$ cat src/rtl/prio_rr_case_arbiter.sv
// Registered N-channel arbiter: fixed-priority or round-robin selection, grant held
// until released, with multi-request ("unique violation") flagging and counting.
module prio_rr_case_arbiter #(
    parameter int N     = 4,
    parameter int MODE  = 0,
    parameter int CNT_W = 8,
    localparam int IDX_W = (N > 1) ? $clog2(N) : 1
) (
    input  logic             clk,
    input  logic             rst,
    input  logic [N-1:0]     req,
    input  logic             rel,
    output logic [N-1:0]     gnt,
    output logic [IDX_W-1:0] gnt_idx,
    output logic             gnt_vld,
    output logic             uniq_viol,
    output logic [CNT_W-1:0] viol_cnt,
    output logic             busy_miss
);

    typedef enum logic {
        IDLE  = 1'b0,
        GRANT = 1'b1
    } state_t;

    state_t             state_q, state_d;
    logic [N-1:0]       gnt_q, gnt_d;
    logic [IDX_W-1:0]   idx_q, idx_d;
    logic [IDX_W-1:0]   ptr_q, ptr_d;
    logic               uv_q, uv_d;
    logic               bm_q, bm_d;
    logic [CNT_W-1:0]   cnt_q, cnt_d;

    logic [IDX_W-1:0]   sel_idx;
    logic [IDX_W-1:0]   cand_idx;
    logic               found;
    logic               multi_req;

    // Search starts at the pointer in round-robin mode, at index 0 otherwise;
    // the first requester hit along the (wrapping) search order wins.
    always_comb begin
        sel_idx  = '0;
        cand_idx = '0;
        found    = 1'b0;
        for (int i = 0; i < N; i++) begin
            if (MODE == 1) begin
                cand_idx = IDX_W'((int'(ptr_q) + i) % N);
            end else begin
                cand_idx = IDX_W'(i);
            end
            if (!found && req[cand_idx]) begin
                found   = 1'b1;
                sel_idx = cand_idx;
            end
        end
    end

    assign multi_req = |(req & (req - N'(1)));

    always_comb begin
        state_d = state_q;
        gnt_d   = gnt_q;
        idx_d   = idx_q;
        ptr_d   = ptr_q;
        uv_d    = 1'b0;
        bm_d    = 1'b0;
        cnt_d   = cnt_q;
        case (state_q)
            IDLE: begin
                if (|req) begin
                    state_d = GRANT;
                    gnt_d   = N'(1) << sel_idx;
                    idx_d   = sel_idx;
                    uv_d    = multi_req;
                    if (multi_req && (cnt_q != '1)) begin
                        cnt_d = cnt_q + 1'b1;
                    end
                    if (MODE == 1) begin
                        ptr_d = (sel_idx == IDX_W'(N - 1)) ? '0 : sel_idx + 1'b1;
                    end
                end
            end
            GRANT: begin
                // Grant is sticky: only rel ends it, whatever happens on req.
                bm_d = |(req & ~gnt_q);
                if (rel) begin
                    state_d = IDLE;
                    gnt_d   = '0;
                end
            end
            default: begin
                state_d = IDLE;
                gnt_d   = '0;
            end
        endcase
    end

    always_ff @(posedge clk) begin
        if (rst) begin
            state_q <= IDLE;
            gnt_q   <= '0;
            idx_q   <= '0;
            ptr_q   <= '0;
            uv_q    <= 1'b0;
            bm_q    <= 1'b0;
            cnt_q   <= '0;
        end else begin
            state_q <= state_d;
            gnt_q   <= gnt_d;
            idx_q   <= idx_d;
            ptr_q   <= ptr_d;
            uv_q    <= uv_d;
            bm_q    <= bm_d;
            cnt_q   <= cnt_d;
        end
    end

    assign gnt       = gnt_q;
    assign gnt_idx   = idx_q;
    assign gnt_vld   = (state_q == GRANT);
    assign uniq_viol = uv_q;
    assign viol_cnt  = cnt_q;
    assign busy_miss = bm_q;

`ifndef SYNTHESIS
    always @(posedge clk) begin
        if (!rst) begin
            assert ($onehot0(gnt_q));
            assert (gnt_vld == (|gnt_q));
            if (gnt_vld) assert (gnt_q[idx_q]);
            if (state_q == IDLE) assert (!$isunknown(req));
        end
    end
`endif

endmodule

$ cat config.mk
export PLATFORM = sky130hd
export DESIGN_NAME = prio_rr_case_arbiter
export DESIGN_NICKNAME = d
export VERILOG_FILES = /design/src/rtl/prio_rr_case_arbiter.sv
export SDC_FILE = /design/constraint.sdc
export NUM_CORES = 1
export LEC_CHECK = 0
export BUFFER_PORTS_ARGS = -buffer_cell sky130_fd_sc_hd__buf_2
export CORE_MARGIN = 3
export CORE_UTILIZATION = 25
export DETAILED_ROUTE_END_ITERATION = 10
export GPL_TIMING_DRIVEN = 0
export HOLD_SLACK_MARGIN = 0.03
export PLACE_DENSITY = 0.52
export SLEW_MARGIN = 20
export SYNTH_ARGS = -nofsm -noshare
export SYNTH_HDL_FRONTEND = slang
export SYNTH_SLANG_ARGS = --single-unit
export TNS_END_PERCENT = 100
$ cat constraint.sdc
create_clock -name clk -period 4.5 [get_ports clk]
set_input_delay 0.225 -clock clk [delete_from_list [all_inputs] [get_ports clk]]
set_output_delay 0.225 -clock clk [all_outputs]
set_load 0.02 [all_outputs]
* Word level (Yosys, flattened, before mapping) *
Cells that the tools add are included.

word-level totals
  flip-flop bits (word level) = 17
  latch bits = 0
  bits in writable memories = 0
  memory bits (read-only) = 0
  word-level logic and storage cells = 44
  memories = 0

cells by class
  $add $sub $neg = 2
  $mul = 0
  div/mod/pow operators = 0
  order comparisons = 0
  equal/unequal tests = 3
  shift-type cells = 1
  muxes and demuxes = 12
  bitwise logic cells = 5
  reduce and logical (&&, ||, !) cells = 15

operators with widths
  kind                                                                count
  4-bit OR reduction                                                  3
  8-bit by 1-bit adder with 8-bit output, second input constant       1
  4-bit AND                                                           2
  4-bit 2-to-1 mux                                                    2
  8-bit != test, second input constant                                1
  4-bit one-hot mux with 2 select lines                               1
  1-bit 2-to-1 mux                                                    6
  1-bit logical AND                                                   4
  2-bit 2-to-1 mux                                                    2
  2-bit != test, second input constant                                2
  4-bit inverter                                                      1
  2-bit AND reduction                                                 2
  1-bit by 2-bit << shifter with 4-bit output, first input constant   1
  4-bit by 1-bit subtractor with 4-bit output, second input constant  1
  1-bit logical NOT                                                   3
  3-bit AND reduction                                                 1
  3-bit OR reduction                                                  1
  1-bit inverter                                                      2
  1-bit one-hot mux with 2 select lines                               1
  2-bit OR reduction                                                  1

* Longest topological paths before layout *
Gate-level depths: netlist of the first run.

  depth after elaboration = 13
  gate-level depth with buffers = 6
  depth with buffers taken out = 5

* Worst setup path after synthesis of the first run *
No wires, ideal clock.

  path kind = flip-flop to flip-flop
  start = register cnt_q[0] (netlist: viol_cnt[0])
  end = register cnt_q[5] (netlist: viol_cnt[5])
  setup time = 121 ps
  data arrival time = 1533 ps
  data required time = 4379 ps
  setup slack = 2846 ps
  stages on the path, launching flop included = 7
  path buffers = 1
  period minus slack after synthesis = 1654 ps
  path through = dfxtp_1 > ha_1 > nand3_1 > nor2_1 > buf_4 > nor4_1 > mux2_2

on the way
  word-level cells in the longest chain between the ends = 3
  elaborated cells on any way between the ends = 4
  those cells by class = add/sub (1); eq/ne (1); reduce/logical (2)

RTL lines
  what                                                                                            line  RTL
  start, declared                                                                                 32    logic [CNT_W-1:0] cnt_q, cnt_d;
  start signal, assigned                                                                          114   cnt_q <= cnt_d;
  parallel branches: the longest is 3 deep, another holds 8-bit by 1-bit adder with 8-bit output  --

Parallel ways; which one is timed is not known.
A chain may end at the register's enable or synchronous reset.

* Worst setup path after layout of the first run *
Ends and elaborated chain as after synthesis.

==> results.yml, run 1 <==
placement:
  dp_slack_ns: 2.82
  port_buffers: 23
  hpwl_um: 1410
  gp_congestion: 0.796
logic_synthesis:
  synth-seq-cells: 17
  ys_types: 29
  async_reset_ff_share_pct: 0
  yosysWarnings: 0
  synth_area_um2: 807
  synth_edf_count: 0
  synthCells: 96
  synthFlopType: "dfxtp_1"
  syn_nets: 104
  synth.avg_cell_area_um2: 8.41
  ys_seq_area_share_pct: 42.2
global_routing:
  grt_pass1_wl_um: 3190
  antenna_found_initial: 0
  busiest_layer: "met2"
  use_met3_pct: 2.34
  grt_util_met1_pct: 11.6
  grt_pass1_vias: 725
  use_met2_pct: 16.6
  grt_max_degree: 11
  grt.total_usage_pct: 9.75
  grt-ovfl-total: 0
clocking:
  clk_latency_ns: 0.28
  post_cts_buffers: 0
  cts.sinks: 17
  clk_pin_slew_ns: 0.10
  root_buffer: "clkbuf_4"
  cts_made_buffers: 3
  cts_resized: 0
  cts_buffer_depth: 2
  cts_tree: "built"
  cts_max_level: 1
  holdBufCountCts: 0
floorplanning:
  die_area_um2: 3950
  io_pins: 24
  row_count: 19
  core-area_um2: 2920
  die_h_um: 62.8
  fp.dieW_um: 62.8
  start_util_pct: 27.6
setup_path:
  worstPathRequired_ns: 4.69
  reg2reg_to: "viol_cnt[5]"
  reg2reg_slack_ns: 2.82
  cp-start-kind: "flop"
  cp.arrival_ns: 1.87
  crit_path_max_fanout: 10
  reg2reg_depth: 6
  path_cells: "ha_1 > nand3_1 > nor2_1 > buf_4 > nor4_1 > mux2_2"
  r2r-start: "viol_cnt[0]"
  critPathKind: "flop to flop"
  crit_slowest_cell: "mux2_2"
  crit_path_max_incr_delay_ns: 0.37
  endpoint_kind: "flop"
sta:
  fmax_ghz: 0.594
  setup_ws_ns: 2.82
  min_period_ns: 1.68
  timing.final.crit_share_pct: 37.4
  hold_violations: 0
  maxSlewViolCount: 0
  rsz0062_at_grt: "no"
  worstMarginPinSlew_ns: 0.434
  fin_setup_tns_ns: 0
  relSlewSlack_pct: 71.1
  setup_viol: 0
  skew_ns: 0.000862
power:
  power.total_mw: 0.296
  p_per_area_nw_per_um2: 296
  p_leak_nw: 0.431
  ir_drop_v: 0.000116
routing:
  viasPerCell: 4.60
  routed-via-count: 759
  first_iter_violations: 16
  drc_errors: 0
  drtAntennaViolNets: 0
  first_pass_iters: 3
  wl_per_cell_um: 11.2
  drt-total-wl_um: 1840
min_path:
  holdPathStages: 3
  hold_path_class: "input port to flop"
  hp-start: "req[3]"
  hold_path_end: "gnt[3]"
layout:
  ff_latch_area_um2: 340
  final_layout_size_suffix_gt1_share_pct: 27.6
  multi_input_area_um2: 408
  fill_cells: 329
  area_delta_synth_final_pct: 24.2
  n_antenna_cell: 0
  nNetsFinal: 132
run_status:
  status: "finished clean"
flow_run:
  cap_violations: 0
==> metal layers <==
layer	vias up	share of wire, %
li1	394	-
met1	354	48
met2	9	48
met3	2	2.1
met4	0	1.5
met5	-	0
==> cell type report <==
class                           count  share of cell area (%)
Multi-Input combinational cell     69                    40.7
Sequential cell                    17                    34.0
Timing Repair Buffer               23                    11.5
Tap cell                           42                    5.24
Buffer                              4                    3.62
Clock buffer                        3                    2.25
Inverter                            6                    2.25
Clock inverter                      1                   0.499
==> Yosys cell counts, types with 2 or more instances <==
cell type / n / area, µm²
mux2_2: 3 / 33.8
nor2b_1: 3 / 18.8
inv_1: 6 / 22.5
a21oi_1: 8 / 40.0
dfxtp_1: 17 / 340
nor3_1: 2 / 10.0
mux2i_1: 3 / 30.0
nor4_1: 4 / 25.0
nand2b_1: 2 / 12.5
nor2_1: 14 / 52.6
or4_1: 2 / 15.0
nand2_1: 7 / 26.3
o31ai_1: 3 / 22.5
nand3_1: 5 / 25.0
or3_1: 2 / 12.5
o21ai_0: 2 / 10.0
==> report_power, final <==
part	internal, mW	switching, mW	total [mW]
clock network	0.0330	0.0495	0.0825
registers	0.157	0.00502	0.162
logic	0.0197	0.0316	0.0513
==> worst max-delay path: cells and delay by family, from the launching register on <==
| family | cells | cell delay [ns] |
|---|---|---|
| buf+inv | 1 | 0.16 |
| fa+ha+maj | 1 | 0.26 |
| flops | 1 | 0.35 |
| simple gates | 3 | 0.45 |
| mux | 1 | 0.37 |
==> registers in the layout, summed over array words and instances, names as in the netlist <==
register and count:
viol_cnt 8, gnt 4, gnt_idx 2, busy_miss 1, gnt_vld 1, uniq_viol 1
==> placed cells by master, fill, tap and decap left out, drive strengths merged, types with 2 or more instances in the layout <==
| cell | count |
|---|---|
| inv | 6 |
| mux2 | 3 |
| nor3 | 2 |
| or3 | 2 |
| a21oi | 8 |
| nor4 | 4 |
| mux2i | 3 |
| or4 | 3 |
| nor2b | 3 |
| nand2b | 2 |
| o21ai | 2 |
| nand3 | 5 |
| dfxtp | 17 |
| clkbuf | 5 |
| nor2 | 14 |
| buf | 25 |
| nand2 | 7 |
| o31ai | 3 |
==> worst max path at each step <==
| stage | start | slack, ns | endpoint | cells past startpoint |
|---|---|---|---|---|
| after global placement | viol_cnt[0] | 2.79 | viol_cnt[5] | 6 |
| after CTS | viol_cnt[0] | 2.81 | viol_cnt[5] | 6 |
| final | viol_cnt[0] | 2.82 | viol_cnt[5] | 6 |
| after floorplan | viol_cnt[0] | 2.85 | viol_cnt[5] | 6 |
| after detailed placement | viol_cnt[0] | 2.82 | viol_cnt[5] | 6 |
| after global routing | viol_cnt[0] | 2.70 | viol_cnt[5] | 6 |
==> per-stage QoR <==
stage               hold slack, ns  util (%)  instance area, µm²  instances
floorplan                    0.365         -                 807         96
global placement             0.465      33.3                 975        161
detailed placement           0.470      33.3                 975        161
CTS                          0.216      34.3                1000        165
global route                 0.227      34.3                1000        165
finish                       0.221      34.3                1000        165
==> cells by family (layout without fill, tap and decap cells) <==
family	count (synthesis)	in the layout	share of synthesized area, %
simple gates	44	44	27.1
compound gates	18	18	14.0
mux	6	6	7.91
flops	17	17	42.2
buf+inv	10	37	7.29
fa+ha+maj	1	1	1.55
Note: power is estimated with default switching activity, not from simulation.
==> run 2: changes to the inputs <==
--- a/config.mk
+++ b/config.mk
@@ -5,13 +5,14 @@
 export SDC_FILE = /design/constraint.sdc
 export NUM_CORES = 1
 export LEC_CHECK = 0
+export ABC_AREA = 1
 export BUFFER_PORTS_ARGS = -buffer_cell sky130_fd_sc_hd__buf_2
 export CORE_MARGIN = 3
 export CORE_UTILIZATION = 25
 export DETAILED_ROUTE_END_ITERATION = 10
 export GPL_TIMING_DRIVEN = 0
 export HOLD_SLACK_MARGIN = 0.03
-export PLACE_DENSITY = 0.52
+export PLACE_DENSITY = 0.53
 export SLEW_MARGIN = 20
 export SYNTH_ARGS = -nofsm -noshare
 export SYNTH_HDL_FRONTEND = slang
==> constraint.sdc (replaced) <==
create_clock -name clk -period 1.5 [get_ports clk]
set_input_delay 0.075 -clock clk [delete_from_list [all_inputs] [get_ports clk]]
set_output_delay 0.075 -clock clk [all_outputs]
set_load 0.02 [all_outputs]
==> results.yml, run 2 <==
placement:
  dp_slack_ns: 0.0498
  gp_congestion: 0.792
  port_buffers: 23
  hpwl_um: 1620
logic_synthesis:
  netlist.area_leader.share_pct: 38.3
  synthTopCellsByArea: "dfxtp_1 38%, nand2_1 13%, nand4_1 7.7%, a21oi_1 6.8%, inv_1 6.3%"
  synth-seq-cells: 17
  synth_most_common_cell: "nand2_1"
  ys_seq_area_share_pct: 38.3
  synthFlopType: "dfxtp_1"
  synth_edf_count: 0
  synth_area_um2: 890
  syn_nets: 128
  yosysWarnings: 0
  synthTopCellsByCount: "30 x nand2_1, 17 x dfxtp_1, 15 x inv_1"
  async_reset_ff_share_pct: 0
  ys_types: 24
  synthCells: 120
  synth.avg_cell_area_um2: 7.41
  synth_area_leader_cell: "dfxtp_1"
setup_path:
  cp.arrival_ns: 1.60
  crit_slowest_cell: "dfxtp_2"
  reg2reg_depth: 6
  cp.buffers_inverters: 0
  worstPathRequired_ns: 1.73
  crit_family: "simple AND/OR/NAND/NOR gates"
  cp-start-kind: "flop"
  endpoint_kind: "flop"
  crit_cells: 6
  critPathMostFrequentCell: "nand2_1"
  r2r-start: "viol_cnt[0]"
  crit_end: "viol_cnt[5]"
  reg2reg_slack_ns: 0.13
  critPathKind: "flop to flop"
  crit_path_max_fanout: 7
  crit_path_start: "viol_cnt[0]"
  path_cells: "ha_2 > nand2_1 > nand3b_4 > nand3_4 > nand2_1 > a21oi_1"
  crit_path_max_incr_delay_ns: 0.38
  reg2reg_to: "viol_cnt[5]"
global_routing:
  grt_pass1_wl_um: 3880
  grt_max_degree: 11
  use_met2_pct: 20.2
  use_met3_pct: 4.27
  grt-ovfl-total: 0
  grt.total_usage_pct: 11.6
  grt_pass1_vias: 873
  antenna_found_initial: 0
  grt_util_met1_pct: 13.5
  busiest_layer: "met2"
clocking:
  clk_latency_ns: 0.30
  cts_made_buffers: 3
  clk_pin_slew_ns: 0.11
  cts.sinks: 17
  cts_tree: "built"
  cts_buffer_depth: 2
  root_buffer: "clkbuf_4"
  cts_max_level: 1
  post_cts_buffers: 0
routing:
  drt-total-wl_um: 2250
  first_iter_violations: 46
  first_pass_iters: 4
  viasPerCell: 4.63
  wl_per_cell_um: 11.6
  drc_errors: 0
  routed-via-count: 903
  drtAntennaViolNets: 0
power:
  switching_share_pct: 32.2
  clkPwrFrac_pct: 26.6
  p_per_area_nw_per_um2: 864
  ir_drop_v: 0.000542
  p_leak_nw: 0.522
  p_comb_share_pct: 21.2
  internal_power_mw: 0.652
  power_frac_seq_pct: 52.2
  power_switching_mw: 0.310
layout:
  area_delta_synth_final_pct: 25.3
  final_layout_size_suffix_gt1_share_pct: 26.8
  layout_common_cells: "30 x nand2_1, 23 x buf_2, 15 x inv_1, 15 x dfxtp_1, 12 x a21oi_1"
  largest_reg_flops: 8
  final_common_cell: "nand2_1"
  nNetsFinal: 158
  n_antenna_cell: 0
  fin_util_pct: 32.9
sta:
  fmax_ghz: 0.731
  setup_ws_ns: 0.131
  min_period_ns: 1.37
  worstMarginPinSlew_ns: 0.527
  hold_violations: 0
  maxSlewViolCount: 0
  fin_setup_tns_ns: 0
  skew_ns: 0.00828
  timing.final.crit_share_pct: 91.2
  holdWs_ns: 0.0664
  setup_viol: 0
  relSlewSlack_pct: 64.8
  rsz0062_at_grt: "no"
floorplanning:
  io_pins: 24
  die_area_um2: 4310
  core-area_um2: 3390
  row_count: 21
  start_util_pct: 26.2
  fp.dieW_um: 65.7
  die_h_um: 65.7
min_path:
  hp-start: "req[2]"
  hold_path_class: "input port to flop"
run_status:
  status: "finished clean"
flow_run:
  cap_violations: 0
==> run 2: changes by cell type in the layout (fill, tap and decap cells not counted), sizes merged, moves of 3 or more <==
| cell | before | now |
|---|---|---|
| nor2 | 14 | 11 |
| inv | 6 | 15 |
| mux2i | 3 | 0 |
| o31ai | 3 | 0 |
| o21ai | 2 | 5 |
| nor2b | 3 | 0 |
| a21oi | 8 | 13 |
| nand2 | 7 | 32 |
| mux2 | 3 | 0 |
| nor4 | 4 | 0 |
| nand4 | 1 | 11 |
| or4 | 3 | 0 |
==> run 2: worst min-delay path by stage <==
stage / to / slack [ns] / cells after the start
6_report: gnt[2] / 0.07 / 3
5_1_grt: gnt[2] / 0.06 / 3
4_1_cts: gnt[2] / 0.05 / 3
3_5_place_dp: gnt_vld / 0.30 / 2
3_3_place_gp: gnt_vld / 0.30 / 2
2_1_floorplan: gnt_vld / 0.19 / 1
==> run 2: cell families (layout without fill, tap and decap cells) <==
logic type,after synthesis,after routing,share of synthesized area (%)
AO/OA/AOI/OAI,22,22,14.8
AND/OR/NAND/NOR,62,63,36.6
buffers and inverters,17,45,8.02
adder cells (fa/ha/maj),1,1,1.41
flip-flops,17,17,38.3
XOR/XNOR,1,1,0.985
==> run 2: area by class of cell <==
type / count / area (µm²)
fillers: 374 / 2270
multi-input cells: 87 / 492
well taps: 46 / 57.6
inverters: 15 / 56.3
flip-flops and latches: 17 / 343
repair buffers: 24 / 125
plain buffers: 2 / 15.0
clock buffers: 4 / 26.3
==> run 2: repair_timing <==
action                                 in CTS  in global routing
endpoints found under the hold margin       1                  0
hold buffers                                1                  0
setup endpoints to repair                   0                  8
resized for setup                           0                  3
==> run 2: layer usage <==
| layer | share of wire [%] | vias up |
|---|---|---|
| met1 | 45 | 413 |
| met3 | 6.0 | 2 |
| li1 | - | 466 |
| met5 | 0 | - |
| met2 | 49 | 22 |
| met4 | 0.27 | 0 |
==> run 2: stage by stage <==
step	cells	cell area [µm²]	total power [mW]
floorplan	120	890	0.642
global placement	189	1060	0.707
detailed placement	189	1060	0.711
CTS	194	1100	0.982
global route	195	1110	1.02
finish	195	1110	0.963
==> run 2: tightest hold or removal path: stages <==
cell and delay [ns]:
buf_2 0.11, nand3_1 0.07, a21oi_1 0.06
==> run 2: power groups by stage <==
stage / clock, mW / sequential, mW / combinational, mW
finish: 0.256 / 0.502 / 0.204
global route: 0.294 / 0.506 / 0.223
CTS: 0.276 / 0.501 / 0.205
detailed placement: 0 / 0.509 / 0.202
global placement: 0 / 0.510 / 0.197
floorplan: 0 / 0.540 / 0.102
==> run 3: changes to the inputs <==
--- a/config.mk
+++ b/config.mk
@@ -7,6 +7,7 @@
 export LEC_CHECK = 0
 export ABC_AREA = 1
 export BUFFER_PORTS_ARGS = -buffer_cell sky130_fd_sc_hd__buf_2
+export CORE_ASPECT_RATIO = 1.2
 export CORE_MARGIN = 3
 export CORE_UTILIZATION = 25
 export DETAILED_ROUTE_END_ITERATION = 10
==> results.yml, run 3 (synthesis gave the netlist of run 2 again) <==
run_status:
  status: "finished clean"
sta:
  timing.final.crit_share_pct: 93.1
  fin_setup_tns_ns: 0
  setup_viol: 0
  skew_ns: 0.00428
  hold_violations: 0
  fmax_ghz: 0.716
  relSlewSlack_pct: 64.3
  maxSlewViolCount: 0
  rsz0062_at_grt: "no"
  worstMarginPinSlew_ns: 0.535
  min_period_ns: 1.40
  holdWs_ns: 0.131
global_routing:
  grt-ovfl-total: 0
  grt.total_usage_pct: 11.2
  grt_pass1_vias: 835
  grt_max_degree: 11
  grt_pass1_wl_um: 3800
  antenna_found_initial: 0
floorplanning:
  die_h_um: 71.3
  fp.dieW_um: 60.5
  start_util_pct: 26.4
  row_count: 23
  die_area_um2: 4310
  io_pins: 24
  core-area_um2: 3370
min_path:
  hold_path_class: "input port to flop"
  hp-start: "req[2]"
  hold_path_end: "gnt[2]"
  holdPathStages: 3
clocking:
  cts_made_buffers: 3
  cts_max_level: 1
  clk_pin_slew_ns: 0.07
  cts_buffer_depth: 2
  root_buffer: "clkbuf_8"
  cts_tree: "built"
  cts.sinks: 17
  clk_latency_ns: 0.25
placement:
  gp_congestion: 0.755
  port_buffers: 23
  hpwl_um: 1670
setup_path:
  reg2reg_slack_ns: 0.10
  cp-start-kind: "flop"
  reg2reg_depth: 6
  endpoint_kind: "flop"
  cp.arrival_ns: 1.51
  crit_path_max_incr_delay_ns: 0.39
  crit_path_max_fanout: 6
  crit_path_start: "viol_cnt[1]"
  r2r-start: "viol_cnt[1]"
  reg2reg_to: "viol_cnt[1]"
  crit_slowest_cell: "dfxtp_1"
  path_cells: "ha_2 > nand2_1 > nand3b_4 > buf_4 > nand4_1 > a21oi_1"
  critPathKind: "flop to flop"
  worstPathRequired_ns: 1.62
power:
  p_leak_nw: 0.524
  internal_power_mw: 0.736
  power_switching_mw: 0.314
  power_frac_seq_pct: 47.8
  ir_drop_v: 0.000406
  p_comb_share_pct: 19.0
  switching_share_pct: 29.9
  p_per_area_nw_per_um2: 934
  clkPwrFrac_pct: 33.2
routing:
  routed-via-count: 935
  drc_errors: 0
  first_pass_iters: 4
  viasPerCell: 5.00
  first_iter_violations: 35
  drt-total-wl_um: 2240
  drtAntennaViolNets: 0
  wl_per_cell_um: 12.0
layout:
  nNetsFinal: 159
  largest_reg_flops: 8
  final_layout_size_suffix_gt1_share_pct: 26.7
  layout_common_cells: "30 x nand2_1, 23 x buf_2, 16 x dfxtp_1, 15 x inv_1, 12 x a21oi_1"
  area_delta_synth_final_pct: 26.4
  final_common_cell: "nand2_1"
  n_antenna_cell: 0
flow_run:
  cap_violations: 0
[run 3: stage by stage]
stage / instance area (µm²) / utilization [%] / std cells / setup WS [ns] / total power [mW]
4_1_cts: 1110 / 32.9 / 185 / 0.0634 / 1.07
3_5_place_dp: 1050 / 31.2 / 180 / 0.0814 / 0.712
2_1_floorplan: 890 / - / 120 / 0.0807 / 0.642
5_1_grt: 1120 / 33.4 / 187 / 0.00351 / 1.12
3_3_place_gp: 1050 / 31.2 / 180 / 0.0970 / 0.708
6_report: 1120 / 33.4 / 187 / 0.104 / 1.05
[run 3: cell type report]
type                       instances  area (µm²)
clock buffer                       4        45.0
inverter                          15        56.3
buffer                             2        15.0
multi-input combinational         86         480
sequential                        17         342
fill                             372        2240
timing repair buffer              26         140
tap                               37        46.3
[run 3: layer usage]
metal	part of all wire, %	GRT usage (%)	up-vias
met5	0	0	-
met4	0.40	3.61	0
met3	8.5	1.62	2
met2	50	18.1	39
met1	41	15.1	431
li1	-	-	463
[run 3: worst max path at each step]
| stage | endpoint | depth (start not counted) |
|---|---|---|
| 6_report | viol_cnt[1] | 6 |
| 4_1_cts | viol_cnt[7] | 6 |
| 5_1_grt | viol_cnt[7] | 6 |
| 3_3_place_gp | viol_cnt[7] | 6 |
| 3_5_place_dp | viol_cnt[7] | 6 |
| 2_1_floorplan | viol_cnt[7] | 6 |
[run 3: power groups by stage]
stage          Combinational [mW]  Clock [mW]  Sequential (mW)
6_report                    0.199       0.349            0.502
5_1_grt                     0.222       0.390            0.507
4_1_cts                     0.202       0.366            0.501
3_3_place_gp                0.197           0            0.511
3_5_place_dp                0.200           0            0.512
2_1_floorplan               0.102           0            0.540
[run 3: timing repair]
action	4_1_cts	5_1_grt
resized for setup	0	2
setup buffers	0	2
setup endpoints to repair	0	8
hold buffers	1	0
endpoints found under the hold margin	1	0
[run 3: worst max-delay path, delay by kind of cell (launching register included)]
kind / cells / cell delay [ns]
compound gates: 1 / 0.07
fa+ha+maj: 1 / 0.22
buf+inv: 1 / 0.17
flops: 1 / 0.39
simple gates: 3 / 0.40
